[src/rtl/mic1_exec_ctrl_if.sv]
// Front-panel / datapath bundle for the MIC-1 execution controller.
//   master : front panel + MIC-1 side. Drives the debounced button levels and
//            cpu_halt, and consumes the clock-enable, CPU reset, counter and LEDs.
//   slave  : the controller (mic1_exec_ctrl).
//
// Handshake: there is no valid/ready pair on this bundle. The buttons are
// plain levels, and the controller turns each 0->1 transition into a
// one-cycle press. cpu_ce is a one-cycle qualifier: the datapath executes
// one microinstruction in every cycle where it is high.
//
// dbg_state exposes the controller FSM encoding:
//   0 IDLE, 1 RUN, 2 STEP, 3 HALTED, 4 CPURST.
interface mic1_exec_ctrl_if #(
  parameter int CNT_W = 16
);
  logic             btn_run;
  logic             btn_stop;
  logic             btn_step;
  logic             btn_rst;
  logic             cpu_halt;
  logic             cpu_ce;
  logic             cpu_reset;
  logic [CNT_W-1:0] ucode_cnt;
  logic             led_idle;
  logic             led_run;
  logic             led_halt;
  logic [3:0]       led_step;
  logic [2:0]       dbg_state;

  modport master (
    output btn_run, btn_stop, btn_step, btn_rst, cpu_halt,
    input  cpu_ce, cpu_reset, ucode_cnt, led_idle, led_run, led_halt,
           led_step, dbg_state
  );

  modport slave (
    input  btn_run, btn_stop, btn_step, btn_rst, cpu_halt,
    output cpu_ce, cpu_reset, ucode_cnt, led_idle, led_run, led_halt,
           led_step, dbg_state
  );
endinterface

[src/rtl/mic1_exec_ctrl.sv]
// MIC-1 execution controller.
// Turns debounced front-panel button levels into press events and drives the
// MIC-1 datapath with a per-microinstruction clock enable (cpu_ce) and a
// multi-cycle synchronous CPU reset (cpu_reset). Counts executed
// microinstructions, stops on a CPU halt request, and drives the status LEDs.
//
// Ports:
//   clk    : system clock, rising edge
//   reset  : synchronous, active-high block reset
//   bus    : mic1_exec_ctrl_if.slave (buttons, cpu_halt in; cpu_ce,
//            cpu_reset, ucode_cnt, LEDs, dbg_state out)
//
// Parameters:
//   RUN_DIV    : clk cycles per cpu_ce pulse in RUN (>= 1)
//   RST_CYCLES : cycles cpu_reset is held after a reset command (>= 1)
//   CNT_W      : microinstruction counter width (>= 4, feeds led_step)
module mic1_exec_ctrl #(
  parameter int RUN_DIV    = 4,
  parameter int RST_CYCLES = 3,
  parameter int CNT_W      = 16
) (
  input  logic                clk,
  input  logic                reset,
  mic1_exec_ctrl_if.slave     bus
);

  localparam int DIV_W = (RUN_DIV > 1) ? $clog2(RUN_DIV) : 1;
  localparam int RST_W = (RST_CYCLES > 1) ? $clog2(RST_CYCLES) : 1;
  localparam logic [DIV_W-1:0] DIV_LAST = DIV_W'(RUN_DIV - 1);
  localparam logic [RST_W-1:0] RST_LAST = RST_W'(RST_CYCLES - 1);

  typedef enum logic [2:0] {
    S_IDLE   = 3'd0,
    S_RUN    = 3'd1,
    S_STEP   = 3'd2,
    S_HALTED = 3'd3,
    S_CPURST = 3'd4
  } state_t;

  // Button vector layout: [3]=rst, [2]=stop, [1]=step, [0]=run
  logic [3:0]       btn;
  logic [3:0]       prev_q,    prev_d;
  logic [3:0]       press_q,   press_d;
  state_t           state_q,   state_d;
  logic [DIV_W-1:0] div_q,     div_d;
  logic [RST_W-1:0] rst_cnt_q, rst_cnt_d;
  logic [CNT_W-1:0] cnt_q,     cnt_d;

  logic p_rst, p_stop, p_step, p_run;
  logic div_last;
  logic enter_rst;
  logic ce;
  logic cpu_rst;

  assign btn = {bus.btn_rst, bus.btn_stop, bus.btn_step, bus.btn_run};

  // Presses are registered, so a level first seen at edge N acts at edge N+1.
  // prev resets to all ones: a button held through reset must be released
  // and pressed again before it counts.
  always_comb begin
    prev_d  = btn;
    press_d = btn & ~prev_q;
  end

  // Only the highest-priority press in a cycle survives: rst > stop > step > run.
  assign p_rst  = press_q[3];
  assign p_stop = press_q[2] & ~press_q[3];
  assign p_step = press_q[1] & ~(|press_q[3:2]);
  assign p_run  = press_q[0] & ~(|press_q[3:1]);

  assign div_last = (div_q == DIV_LAST);

  // State register
  always_ff @(posedge clk) begin
    if (reset) begin
      prev_q    <= '1;
      press_q   <= '0;
      state_q   <= S_IDLE;
      div_q     <= '0;
      rst_cnt_q <= '0;
      cnt_q     <= '0;
    end else begin
      prev_q    <= prev_d;
      press_q   <= press_d;
      state_q   <= state_d;
      div_q     <= div_d;
      rst_cnt_q <= rst_cnt_d;
      cnt_q     <= cnt_d;
    end
  end

  // Next-state logic
  always_comb begin
    state_d   = state_q;
    div_d     = div_q;
    rst_cnt_d = rst_cnt_q;
    enter_rst = 1'b0;
    case (state_q)
      S_IDLE: begin
        if (p_rst) begin
          state_d   = S_CPURST;
          enter_rst = 1'b1;
        end else if (p_step) begin
          state_d = S_STEP;
        end else if (p_run) begin
          state_d = S_RUN;
          div_d   = '0;
        end
      end
      S_STEP: begin
        if (p_rst) begin
          state_d   = S_CPURST;
          enter_rst = 1'b1;
        end else begin
          state_d = S_IDLE;
        end
      end
      S_RUN: begin
        div_d = div_last ? '0 : div_q + 1'b1;
        if (p_rst) begin
          state_d   = S_CPURST;
          enter_rst = 1'b1;
        end else if (p_stop) begin
          state_d = S_IDLE;
        end else if (bus.cpu_halt) begin
          state_d = S_HALTED;
        end
      end
      S_HALTED: begin
        // Sticky: only a CPU reset leaves HALTED, even if cpu_halt drops.
        if (p_rst) begin
          state_d   = S_CPURST;
          enter_rst = 1'b1;
        end
      end
      S_CPURST: begin
        if (rst_cnt_q == RST_LAST) begin
          state_d = S_IDLE;
        end else begin
          rst_cnt_d = rst_cnt_q + 1'b1;
        end
      end
      default: state_d = S_IDLE;
    endcase
    if (enter_rst) begin
      rst_cnt_d = '0;
    end
    // Clear on CPURST entry wins over a same-cycle step pulse.
    cnt_d = enter_rst ? '0 : cnt_q + CNT_W'(ce);
  end

  // Output logic
  always_comb begin
    ce      = 1'b0;
    cpu_rst = 1'b0;
    case (state_q)
      S_STEP:   ce = 1'b1;
      S_RUN:    ce = div_last & ~bus.cpu_halt & ~p_stop & ~p_rst;
      S_CPURST: cpu_rst = 1'b1;
      default:  ;
    endcase
  end

  assign bus.cpu_ce    = ce;
  assign bus.cpu_reset = cpu_rst;
  assign bus.ucode_cnt = cnt_q;
  assign bus.led_idle  = (state_q == S_IDLE);
  assign bus.led_run   = (state_q == S_RUN);
  assign bus.led_halt  = (state_q == S_HALTED);
  assign bus.led_step  = cnt_q[3:0];
  assign bus.dbg_state = state_q;

endmodule

[src/flat_wrapper.sv]
// flat-port wrapper written by rule: the top's interface ports become plain ports
module mic1_exec_ctrl_flat 
#(
  parameter int RUN_DIV    = 4,
  parameter int RST_CYCLES = 3,
  parameter int CNT_W      = 16
)
  (clk, reset, bus_btn_run, bus_btn_stop, bus_btn_step, bus_btn_rst, bus_cpu_halt, bus_cpu_ce, bus_cpu_reset, bus_ucode_cnt, bus_led_idle, bus_led_run, bus_led_halt, bus_led_step, bus_dbg_state);
  mic1_exec_ctrl_if #(.CNT_W(CNT_W)) bus_i ();
  input  logic clk;
  input  logic reset;
  input wire logic [$bits(bus_i.btn_run)-1:0] bus_btn_run;
  input wire logic [$bits(bus_i.btn_stop)-1:0] bus_btn_stop;
  input wire logic [$bits(bus_i.btn_step)-1:0] bus_btn_step;
  input wire logic [$bits(bus_i.btn_rst)-1:0] bus_btn_rst;
  input wire logic [$bits(bus_i.cpu_halt)-1:0] bus_cpu_halt;
  output wire logic [$bits(bus_i.cpu_ce)-1:0] bus_cpu_ce;
  output wire logic [$bits(bus_i.cpu_reset)-1:0] bus_cpu_reset;
  output wire logic [$bits(bus_i.ucode_cnt)-1:0] bus_ucode_cnt;
  output wire logic [$bits(bus_i.led_idle)-1:0] bus_led_idle;
  output wire logic [$bits(bus_i.led_run)-1:0] bus_led_run;
  output wire logic [$bits(bus_i.led_halt)-1:0] bus_led_halt;
  output wire logic [$bits(bus_i.led_step)-1:0] bus_led_step;
  output wire logic [$bits(bus_i.dbg_state)-1:0] bus_dbg_state;
  assign bus_i.btn_run = bus_btn_run;
  assign bus_i.btn_stop = bus_btn_stop;
  assign bus_i.btn_step = bus_btn_step;
  assign bus_i.btn_rst = bus_btn_rst;
  assign bus_i.cpu_halt = bus_cpu_halt;
  assign bus_cpu_ce = bus_i.cpu_ce;
  assign bus_cpu_reset = bus_i.cpu_reset;
  assign bus_ucode_cnt = bus_i.ucode_cnt;
  assign bus_led_idle = bus_i.led_idle;
  assign bus_led_run = bus_i.led_run;
  assign bus_led_halt = bus_i.led_halt;
  assign bus_led_step = bus_i.led_step;
  assign bus_dbg_state = bus_i.dbg_state;
  mic1_exec_ctrl #(.RUN_DIV(RUN_DIV), .RST_CYCLES(RST_CYCLES), .CNT_W(CNT_W)) u_core (.clk(clk), .reset(reset), .bus(bus_i));
endmodule
[config.mk]
export PLATFORM = sky130hd
export DESIGN_NAME = mic1_exec_ctrl_flat
export DESIGN_NICKNAME = d
export VERILOG_FILES = /design/src/rtl/mic1_exec_ctrl_if.sv /design/src/rtl/mic1_exec_ctrl.sv /design/src/flat_wrapper.sv
export SDC_FILE = /design/constraint.sdc
export NUM_CORES = 1
export LEC_CHECK = 0
export CAP_MARGIN = 30
export CORE_AREA = 2 2 61 63
export CTS_BUF_LIST = sky130_fd_sc_hd__clkbuf_8
export CTS_CLUSTER_DIAMETER = 200
export DETAILED_ROUTE_END_ITERATION = 6
export DIE_AREA = 0 0 63 65
export HOLD_SLACK_MARGIN = 0.12
export PLACE_DENSITY = 0.78
export SLEW_MARGIN = 10
export SYNTH_ARGS = -nofsm -noshare
export SYNTH_HDL_FRONTEND = slang
export SYNTH_SLANG_ARGS = --single-unit
[constraint.sdc]
create_clock -name clk -period 1.8 [get_ports clk]
set_input_delay 0.36 -clock clk [delete_from_list [all_inputs] [get_ports clk]]
set_output_delay 0.36 -clock clk [all_outputs]
set_load 0.02 [all_outputs]
==> results.yml <==
critical_path:
  r2r_slack_ns: -0.21
  critical_path.max_fanout: 7
  endpoint_kind: "flop"
  arrival_ns: 2.22
  cp_common_cell: "ha_4"
  critPathMaxStageDelay_ns: 0.50
  regToRegStartpoint: "u_core.div_q[0]$_SDFFE_PP0P_"
  startpoint_type: "flop"
  reg2regPathDepth: 8
  cp-startpoint: "u_core.div_q[0]$_SDFFE_PP0P_"
  criticalPathCategory: "reg2reg"
  required_ns: 2.01
  crit_path_top_delay_cell: "or4_4"
  crit_chain: "ha_4, nor4b_4, nand3_2, a21oi_4, ha_4, nand3_4, or4_4, a21oi_2"
place:
  place_congestion: 0.812
  dp_slack_ns: -0.645
  io_buffers: 34
  place_hpwl_um: 2500
floorplan:
  rows: 22
  die_area_um2: 4100
  fp.dieH_um: 65
  start_util: 0.432
  io_pins: 35
  die_w_um: 63
  core-area_um2: 3500
global_route:
  grt_pass1_vias: 1344
  grt_overflow: 0
  grt_max_degree: 16
  grt_pass1_wl_um: 5870
  track_usage: 0.185
  antenna_found_initial: 0
route:
  viasPerCell: 5.29
  routed_wl_um: 3410
  drt_first_iter_violations: 63
  dr_total_vias: 1365
  ant_nets: 0
  wl_per_cell_um: 13.2
  drt-pass1-iter-count: 4
  drc: 0
timing:
  tightest_slew_ns: 0.540
  hold_violations: 0
  timing.final.ws_setup_ns: -0.208
  slew_headroom: 0.640
  drv_slew: 0
  rsz0062_at_grt: "yes"
  min_period_ns: 2.01
  fin_crit_sh: 1.12
  skew_ns: 0.00745
  fin_setup_tns_ns: -1.87
  timing.hold.ws_ns: 0.384
  fmax_mhz: 498
  setup_viol: 13
final_layout:
  drive_above_1_share: 0.290
  diodes: 0
  fin_util: 0.633
  area_growth_pct: 46.7
  nNetsFinal: 222
clock_tree:
  cts_tree: "built"
  clockBufferDepth: 2
  cts_root_buf: "clkbuf_8"
  ctsHoldBuffers: 0
  cts_sinks: 31
  clk_pin_slew_ns: 0.06
  clk_latency_ns: 0.28
  cts_buffers: 5
  htreeDepth: 2
min_path:
  holdPathStages: 1
  hp-class: "reg2reg"
  min_from: "u_core.prev_q[1]$_SDFF_PP1_"
yosys:
  async_flop_share: 0
  yosysMostFrequentCell: "dfxtp_1"
  yosys_warnings: 0
  synth_area_um2: 1510
  synth_edf_count: 0
  synth_top_area_cell: "dfxtp_1"
  syn-mean-instance-area_um2: 9.20
  synthTopCellsByCount: "dfxtp_1, a21oi_1, nor2_1"
  syn-num-nets: 175
  synthDistinctLibCells: 39
  yosysSeqAreaShare: 0.411
  synthDominantCellAreaShare: 0.411
  synth_area_leaders: "dfxtp_1, mux2i_1, nand3b_1, a21oi_1, ha_1"
  ys.flop_type: "dfxtp_1"
  syn_inst: 164
  synth-seq-cells: 31
status:
  outcome: "complete, but fails checks"
  violations: "negative setup slack"
power:
  p_leak_nw: 0.880
  max-vdd-ir-drop_v: 0.000436
  power_density_nw_per_um2: 619
flow_run:
  maxCapViolations: 0
==> power by group <==
part | total (mW) | switching, mW | internal (mW)
registers | 0.724 | 0.0183 | 0.705
clock network | 0.492 | 0.240 | 0.251
logic | 0.154 | 0.0758 | 0.0786
==> path summary, 6_finish.rpt <==
kind / endpoint
hold / removal: u_core.press_q[1]$_SDFF_PP0_
setup reg to reg: u_core.bus.ucode_cnt[6]$_SDFF_PP0_
setup / recovery: u_core.bus.ucode_cnt[6]$_SDFF_PP0_
hold reg to reg: u_core.press_q[1]$_SDFF_PP0_
==> stage by stage <==
step           instance area, um2  power [mW]  instances
6_report                     2210        1.37        258
5_1_grt                      2210        1.44        258
4_1_cts                      2180        1.39        256
3_5_place_dp                 2070       0.898        248
3_3_place_gp                 2070       0.890        248
2_1_floorplan                1630       0.828        164
==> cell families (layout without fill, tap and decap cells) <==
| logic type | Yosys count | count (layout) | share of synthesized area |
|---|---|---|---|
| buffers and inverters | 22 | 68 | 0.0763 |
| xor gates and xnor gates | 5 | 5 | 0.0290 |
| adders and majority gates | 4 | 4 | 0.0332 |
| and+or+nand+nor | 73 | 73 | 0.318 |
| AOI/OAI and AO/OA | 23 | 23 | 0.0920 |
| muxes | 6 | 6 | 0.0398 |
| DFF | 31 | 31 | 0.411 |
==> state kept, by name, indices dropped and copies added, names as in the netlist <==
register,count
u_core.bus.dbg_state,3
u_core.bus.ucode_cnt,16
u_core.div_q,2
u_core.press_q,4
u_core.prev_q,4
u_core.rst_cnt_q,2
==> final cells by class <==
class | count | area [um2]
inverters | 8 | 30.0
well taps | 48 | 60.1
clock buffers | 5 | 68.8
flip-flops and latches | 31 | 626
multi-input cells | 111 | 943
fillers | 300 | 1280
repair buffers | 54 | 482
clock inverters | 1 | 3.75
==> worst max-delay path, delay by kind of cell (launching register included) <==
kind,cells,cell delay [ns]
compound gates,2,0.35
fa+ha+maj,2,0.32
flops,1,0.36
simple gates,4,0.91
==> cell usage in the layout (no fill, tap or decap), types with 2 or more instances in the layout <==
master,count
a21oi_1,6
a21oi_2,3
a31oi_1,2
buf_4,20
clkbuf_2,4
clkbuf_8,5
clkdlybuf4s50_1,24
dfxtp_1,27
dfxtp_2,4
dlygate4sd2_1,3
dlymetal6s2s_1,2
ha_1,2
ha_4,2
inv_1,9
mux2i_1,6
nand2_1,5
nand2b_1,3
nand3_1,6
nand3b_1,7
nand4_1,4
nor2_1,10
nor3b_1,6
nor4_4,5
o21ai_0,4
o31ai_1,3
or2_2,4
or3b_1,3
or3b_2,3
or4_1,3
xnor2_1,2
xor2_1,3
==> routing by layer <==
metal | track usage | routed length (um) | vias to the layer above
met5 | 0 | 0 | -
met2 | 0.338 | 1840 | 36
met4 | 0.0917 | 27 | 0
li1 | - | - | 673
met1 | 0.191 | 1380 | 654
met3 | 0.0590 | 166 | 2
==> what timing repair did <==
item,4_1_cts,5_1_grt
setup endpoints to repair,20,21
setup buffers,2,2
gates resized for setup,16,20
pin swaps,6,5
Note: power is estimated with default switching activity, not from simulation.
